`src/rtl/disp_scan_status.sv`:
```
// Debounced water-level / valve / pump status shown on a multiplexed, active-low 7-segment display.
// Optional macro DISP_ERR_BLINK_EN blinks the level digit while it shows the error glyph "E".
module disp_scan_status #(
  parameter int DIGITS      = 4,
  parameter int REFRESH_DIV = 50000,
  parameter int STABLE_CYC  = 1000,
  parameter int BLINK_DIV   = 12500000
) (
  input  logic              clk,
  input  logic              rst,
  input  logic              en,
  input  logic              h,
  input  logic              m,
  input  logic              l,
  input  logic              vs,
  input  logic              bs,
  output logic              a,
  output logic              b,
  output logic              c,
  output logic              d,
  output logic              e,
  output logic              f,
  output logic              g,
  output logic [DIGITS-1:0] rd
);

  localparam int IW = $clog2(DIGITS);
  localparam int RW = $clog2(REFRESH_DIV + 1);
  localparam int SW = $clog2(STABLE_CYC + 1);

  // Segment patterns ordered a..g, 0 = segment lit
  localparam logic [6:0] SEG_0     = 7'b0000001;
  localparam logic [6:0] SEG_1     = 7'b1001111;
  localparam logic [6:0] SEG_2     = 7'b0010010;
  localparam logic [6:0] SEG_3     = 7'b0000110;
  localparam logic [6:0] SEG_E     = 7'b0110000;
  localparam logic [6:0] SEG_A     = 7'b0001000;
  localparam logic [6:0] SEG_F     = 7'b0111000;
  localparam logic [6:0] SEG_L     = 7'b1110001;
  localparam logic [6:0] SEG_D     = 7'b1000010;
  localparam logic [6:0] SEG_BLANK = 7'b1111111;

  logic [4:0]        sample;
  logic [4:0]        raw_q, raw_d;
  logic [4:0]        commit_q, commit_d;
  logic [SW-1:0]     filt_q, filt_d;
  logic [RW-1:0]     ref_q, ref_d;
  logic [IW-1:0]     idx_q, idx_d;
  logic [DIGITS-1:0] rd_q, rd_d;
  logic [6:0]        seg_q, seg_d;
  logic [6:0]        levelGlyph, digitGlyph;

  assign sample = {h, m, l, vs, bs};

  // filt_q == STABLE_CYC-1 means raw_q has held its value for STABLE_CYC cycles
  always_comb begin
    raw_d    = sample;
    filt_d   = filt_q;
    commit_d = commit_q;
    if (sample != raw_q) begin
      filt_d = '0;
    end else if (filt_q != SW'(STABLE_CYC - 1)) begin
      filt_d = filt_q + 1'b1;
    end
    if (filt_q == SW'(STABLE_CYC - 1)) begin
      commit_d = raw_q;
    end
  end

  always_comb begin
    ref_d = ref_q + 1'b1;
    idx_d = idx_q;
    if (ref_q == RW'(REFRESH_DIV - 1)) begin
      ref_d = '0;
      idx_d = (idx_q == IW'(DIGITS - 1)) ? '0 : idx_q + 1'b1;
    end
  end

`ifdef DISP_ERR_BLINK_EN
  localparam int BW = $clog2(BLINK_DIV + 1);

  logic [BW-1:0] blink_q, blink_d;
  logic          phase_q, phase_d;

  always_comb begin
    blink_d = blink_q + 1'b1;
    phase_d = phase_q;
    if (blink_q == BW'(BLINK_DIV - 1)) begin
      blink_d = '0;
      phase_d = ~phase_q;
    end
  end

  always_ff @(posedge clk) begin
    if (rst) begin
      blink_q <= '0;
      phase_q <= 1'b0;
    end else begin
      blink_q <= blink_d;
      phase_q <= phase_d;
    end
  end
`endif

  always_comb begin
    unique case (commit_q[4:2])
      3'b000:  levelGlyph = SEG_0;
      3'b001:  levelGlyph = SEG_1;
      3'b011:  levelGlyph = SEG_2;
      3'b111:  levelGlyph = SEG_3;
      default: levelGlyph = SEG_E;
    endcase

    digitGlyph = SEG_BLANK;
    if (idx_q == IW'(0)) begin
      digitGlyph = levelGlyph;
    end else if (idx_q == IW'(1)) begin
      digitGlyph = commit_q[1] ? SEG_A : SEG_F;
    end else if (idx_q == IW'(2)) begin
      digitGlyph = commit_q[0] ? SEG_L : SEG_D;
    end
`ifdef DISP_ERR_BLINK_EN
    if ((idx_q == IW'(0)) && (levelGlyph == SEG_E) && phase_q) begin
      digitGlyph = SEG_BLANK;
    end
`endif

    rd_d  = '1;
    seg_d = SEG_BLANK;
    if (en) begin
      rd_d  = ~(DIGITS'(1) << idx_q);
      seg_d = digitGlyph;
    end
  end

  always_ff @(posedge clk) begin
    if (rst) begin
      raw_q    <= '0;
      commit_q <= '0;
      filt_q   <= '0;
      ref_q    <= '0;
      idx_q    <= '0;
      rd_q     <= '1;
      seg_q    <= SEG_BLANK;
    end else begin
      raw_q    <= raw_d;
      commit_q <= commit_d;
      filt_q   <= filt_d;
      ref_q    <= ref_d;
      idx_q    <= idx_d;
      rd_q     <= rd_d;
      seg_q    <= seg_d;
    end
  end

  assign {a, b, c, d, e, f, g} = seg_q;
  assign rd = rd_q;

endmodule

```
`config.mk`:
```
export PLATFORM = sky130hd
export DESIGN_NAME = disp_scan_status
export DESIGN_NICKNAME = d
export VERILOG_FILES = /design/src/rtl/disp_scan_status.sv
export SDC_FILE = /design/constraint.sdc
export NUM_CORES = 1
export LEC_CHECK = 0
export BUFFER_PORTS_ARGS = -buffer_cell sky130_fd_sc_hd__buf_2
export CAP_MARGIN = 15
export CORE_ASPECT_RATIO = 2
export CORE_MARGIN = 1
export CORE_UTILIZATION = 30
export CTS_BUF_LIST = sky130_fd_sc_hd__clkbuf_2 sky130_fd_sc_hd__clkbuf_4 sky130_fd_sc_hd__clkbuf_8
export DETAILED_ROUTE_END_ITERATION = 16
export GPL_ROUTABILITY_DRIVEN = 0
export PLACE_DENSITY = 0.44
export SETUP_SLACK_MARGIN = 0.15
export SYNTH_ARGS = -nofsm -noshare
export SYNTH_HDL_FRONTEND = slang
export SYNTH_SLANG_ARGS = --single-unit
```
`constraint.sdc`:
```
create_clock -name clk -period 3.85 [get_ports clk]
set_input_delay 0.77 -clock clk [delete_from_list [all_inputs] [get_ports clk]]
set_output_delay 0.77 -clock clk [all_outputs]
set_load 0.005 [all_outputs]
```
==> impl_results.md <==
- Synth-to-Final Area Change: 15.47%
- H-tree Lvls: 2
- Top-count cell post-synth: dfxtp_1
- Reg2reg path depth: 4
- Post-synth net total: 227
- Core Area: 0.006361 mm²
- Metal-1 WL: ~1.6 mm
- Clk slew on worst S/H paths: 90 ps
- Clock Tree Buf Depth: 2
- Number of synthesized flops with an enable pin: 0
- Post-route DRC: 0
- #FFs+latches synth: 49
- Leak: just under 0.0008 µW
- Met2 WL: approximately 2.2 mm
- Fin Setup TNS: 0 ps
- Site Rows: a little over 40
- Clock latency on the worst-skew pair: 310 ps
- Fin nets: 250
- Syn Std Cell Area: 0.002006 mm²
- Iteration-0 DRC Markers: 31
- Vias/cell: 4.517
- First-pass GRT wire length: 6.741 mm
- IO Pins: 19
- Synth Area in Compound Gates: 4.180%
- Post-CTS Hold Buffers: 0
- Worst path cell trace: or4b_1 > or4_4 > nand2b_1 > nor2_1
- Met3 routed WL: 106 µm
- Post-synth ARST share: 0%
- Initial Util: about a third
- Post-CTS Setup Bufs: 0
- Post-DRT Antenna Nets: 0
- CP max FO: 15
- Post-Synth Simple-Gate Area: between 20 and 30%
- Drt pass-1 iters: 3
- Final worst slack: 1721 ps
- Inserted Clock Buffers: 5
- Max Freq: about 470 MHz
- Post-Place Worst Slack: between 1500 and 2000 ps
- CP endpoint kind: flip-flop
- Worst path depth: 4
- Sequential area share after synthesis: 48.91%
- Req. time, crit path: 4020 ps
- Cells after Synth: 213
- Clock net sink count: 49
- Slew Viols, Final: 0
- Worst Clk Skew: 7.832 ps
- Placed insts: 314
- Port Buffers: 18
- Type of the worst setup path: flip-flop to flip-flop
- Die H: 117.6 µm
- Vias in the first global route: between 1000 and 1500
- Via count: 1459
- Root Driver: clkbuf_8
- # Max-Cap Violations: 0
- Overflow left after global routing: 0
- Crit path time final: approximately 2100 ps
- Ys flop type: dfxtp_1
- Hold path cells: 1
- Fillers: 698
- Relative slew slack: 61.22%
- Synth top area share: roughly 49%
- TritonCTS clock tree: built
- CP max-delay cell: or4_4
- Post-synth top cells: 49 x dfxtp_1, 38 x nor2_1, 21 x xnor2_1
- RSZ-0062 raised after global routing: false
- Tot GR Track Use: approximately an eighth
- Post-synthesis xor/xnor area fraction: 11.79%
- DIE WIDTH: 59.82 µm
- Startpoint types: flip-flop
- Critical Path AT: 2300 ps
- Worst path top cell family by delay: simple AND/OR/NAND/NOR gates
- Largest family of logic cells by synthesized area: simple AND/OR/NAND/NOR gates
- Worst path bufs/invs: 0
- Layout cells sized above 1: a little over an eighth
- Hold Crit Class: flip-flop to flip-flop
- Multiplexer share of the synthesized area: 3.493%
- Outcome: completed
- Largest net degree at the start of global routing: 18
- Largest cells by area after synthesis: dfxtp_1 49%, xnor2_1 9.2%, nor2_1 7.1%
- Peak supply drop: 0.0002503 V
- Worst Tran Pin Value: slightly below 600 ps
- Initial antenna violation count: 0
- Synth Area in Adders: 3.743%
- N_diodes: 0
- DIE AREA: 0.007036 mm²
- Final Hold Fails: 0
- Total routed wirelength: between 3 and 4 mm
- PD cells: between 400 and 500 mW/mm²
- Non-Filler Instances: 323
- Top Metal Used: met4
- Synth unique cells: 31
- CTS resizes: 0
- Avg Inst Size Synth: 9.416 µm²
- Area leader, netlist: dfxtp_1
- Final Util: 36.41%
- Detailed-placement wirelength estimate: 2.959 mm
- Final period util: 55.31%
- Final Setup Violations: 0
- Critical path's largest stage delay: 570 ps
- Routed len/inst: 12.29 µm
- Yosys warning total: 0
==> routing by layer <==
| metal | GRT usage (%) | vias up |
|---|---|---|
| li1 | - | 761 |
| met1 | 12.17 | 671 |
| met2 | 23.61 | 20 |
| met3 | 3.077 | 7 |
| met4 | 6.541 | 0 |
| met5 | 0 | - |
==> layout make-up <==
class | instances | area, µm² | area share [%]
clock buffers | 7 | 90.09 | 3.890
flip-flops and latches | 49 | 980.9 | 42.36
clock inverters | 1 | 30.03 | 1.297
inverters | 7 | 26.28 | 1.135
multi-input cells | 154 | 983.4 | 42.46
well taps | 86 | 107.6 | 4.646
repair buffers | 19 | 97.59 | 4.214
==> cell usage in the layout (no fill, tap or decap), drive strengths merged <==
master / count
xor2: 6
nand2: 14
inv: 7
nand4bb: 1
or4bb: 1
or4: 1
or4b: 1
nand2b: 3
nor3: 9
nor3b: 1
nor4: 4
nand4: 6
xnor2: 21
o211ai: 2
nor2: 38
a211oi: 1
o31ai: 1
a21oi: 3
o21ai: 7
nand3: 7
and3: 1
nor2b: 8
buf: 19
bufinv: 1
clkbuf: 7
and2: 1
dfxtp: 49
mux2i: 7
or3: 4
ha: 6
==> per-stage QoR <==
stage | hold WS [ps] | instance area (µm²) | power, µW
2_1_floorplan | 429.4 | 2006 | 551.9
3_5_place_dp | 451.6 | 2188 | 565.4
6_report | 469.6 | 2316 | 941.2
3_3_place_gp | 440.3 | 2188 | 565.3
5_1_grt | 507.9 | 2316 | 981.4
4_1_cts | 474.0 | 2308 | 961.1
==> path summary, 6_finish.rpt <==
path	start	to	slack, ps
setup / recovery	ref_q[10]	ref_q[11]	1720
hold / removal	ref_q[0]	ref_q[0]	470
setup reg to reg	ref_q[10]	ref_q[11]	1720
hold reg to reg	ref_q[0]	ref_q[0]	470
==> registers in the layout (all words and copies together) (netlist names) <==
name      flops
ref_q        16
idx_q         2
seg_q         7
commit_q      5
rd            4
raw_q         5
filt_q       10
==> report_power, final <==
group | internal, µW | switching, µW | total [µW]
Clock | 219 | 170 | 389
Sequential | 516 | 5.04 | 521
Combinational | 14.7 | 16.8 | 31.5
==> logic make-up after synthesis <==
kind of cell             Yosys count
AO/OA/AOI/OAI                     14
multiplexers                       7
buffers and inverters             10
AND/OR/NAND/NOR                  100
XOR/XNOR                          27
adder cells (fa/ha/maj)            6
flip-flops                        49
No activity file was read; power rests on OpenSTA's default activity.
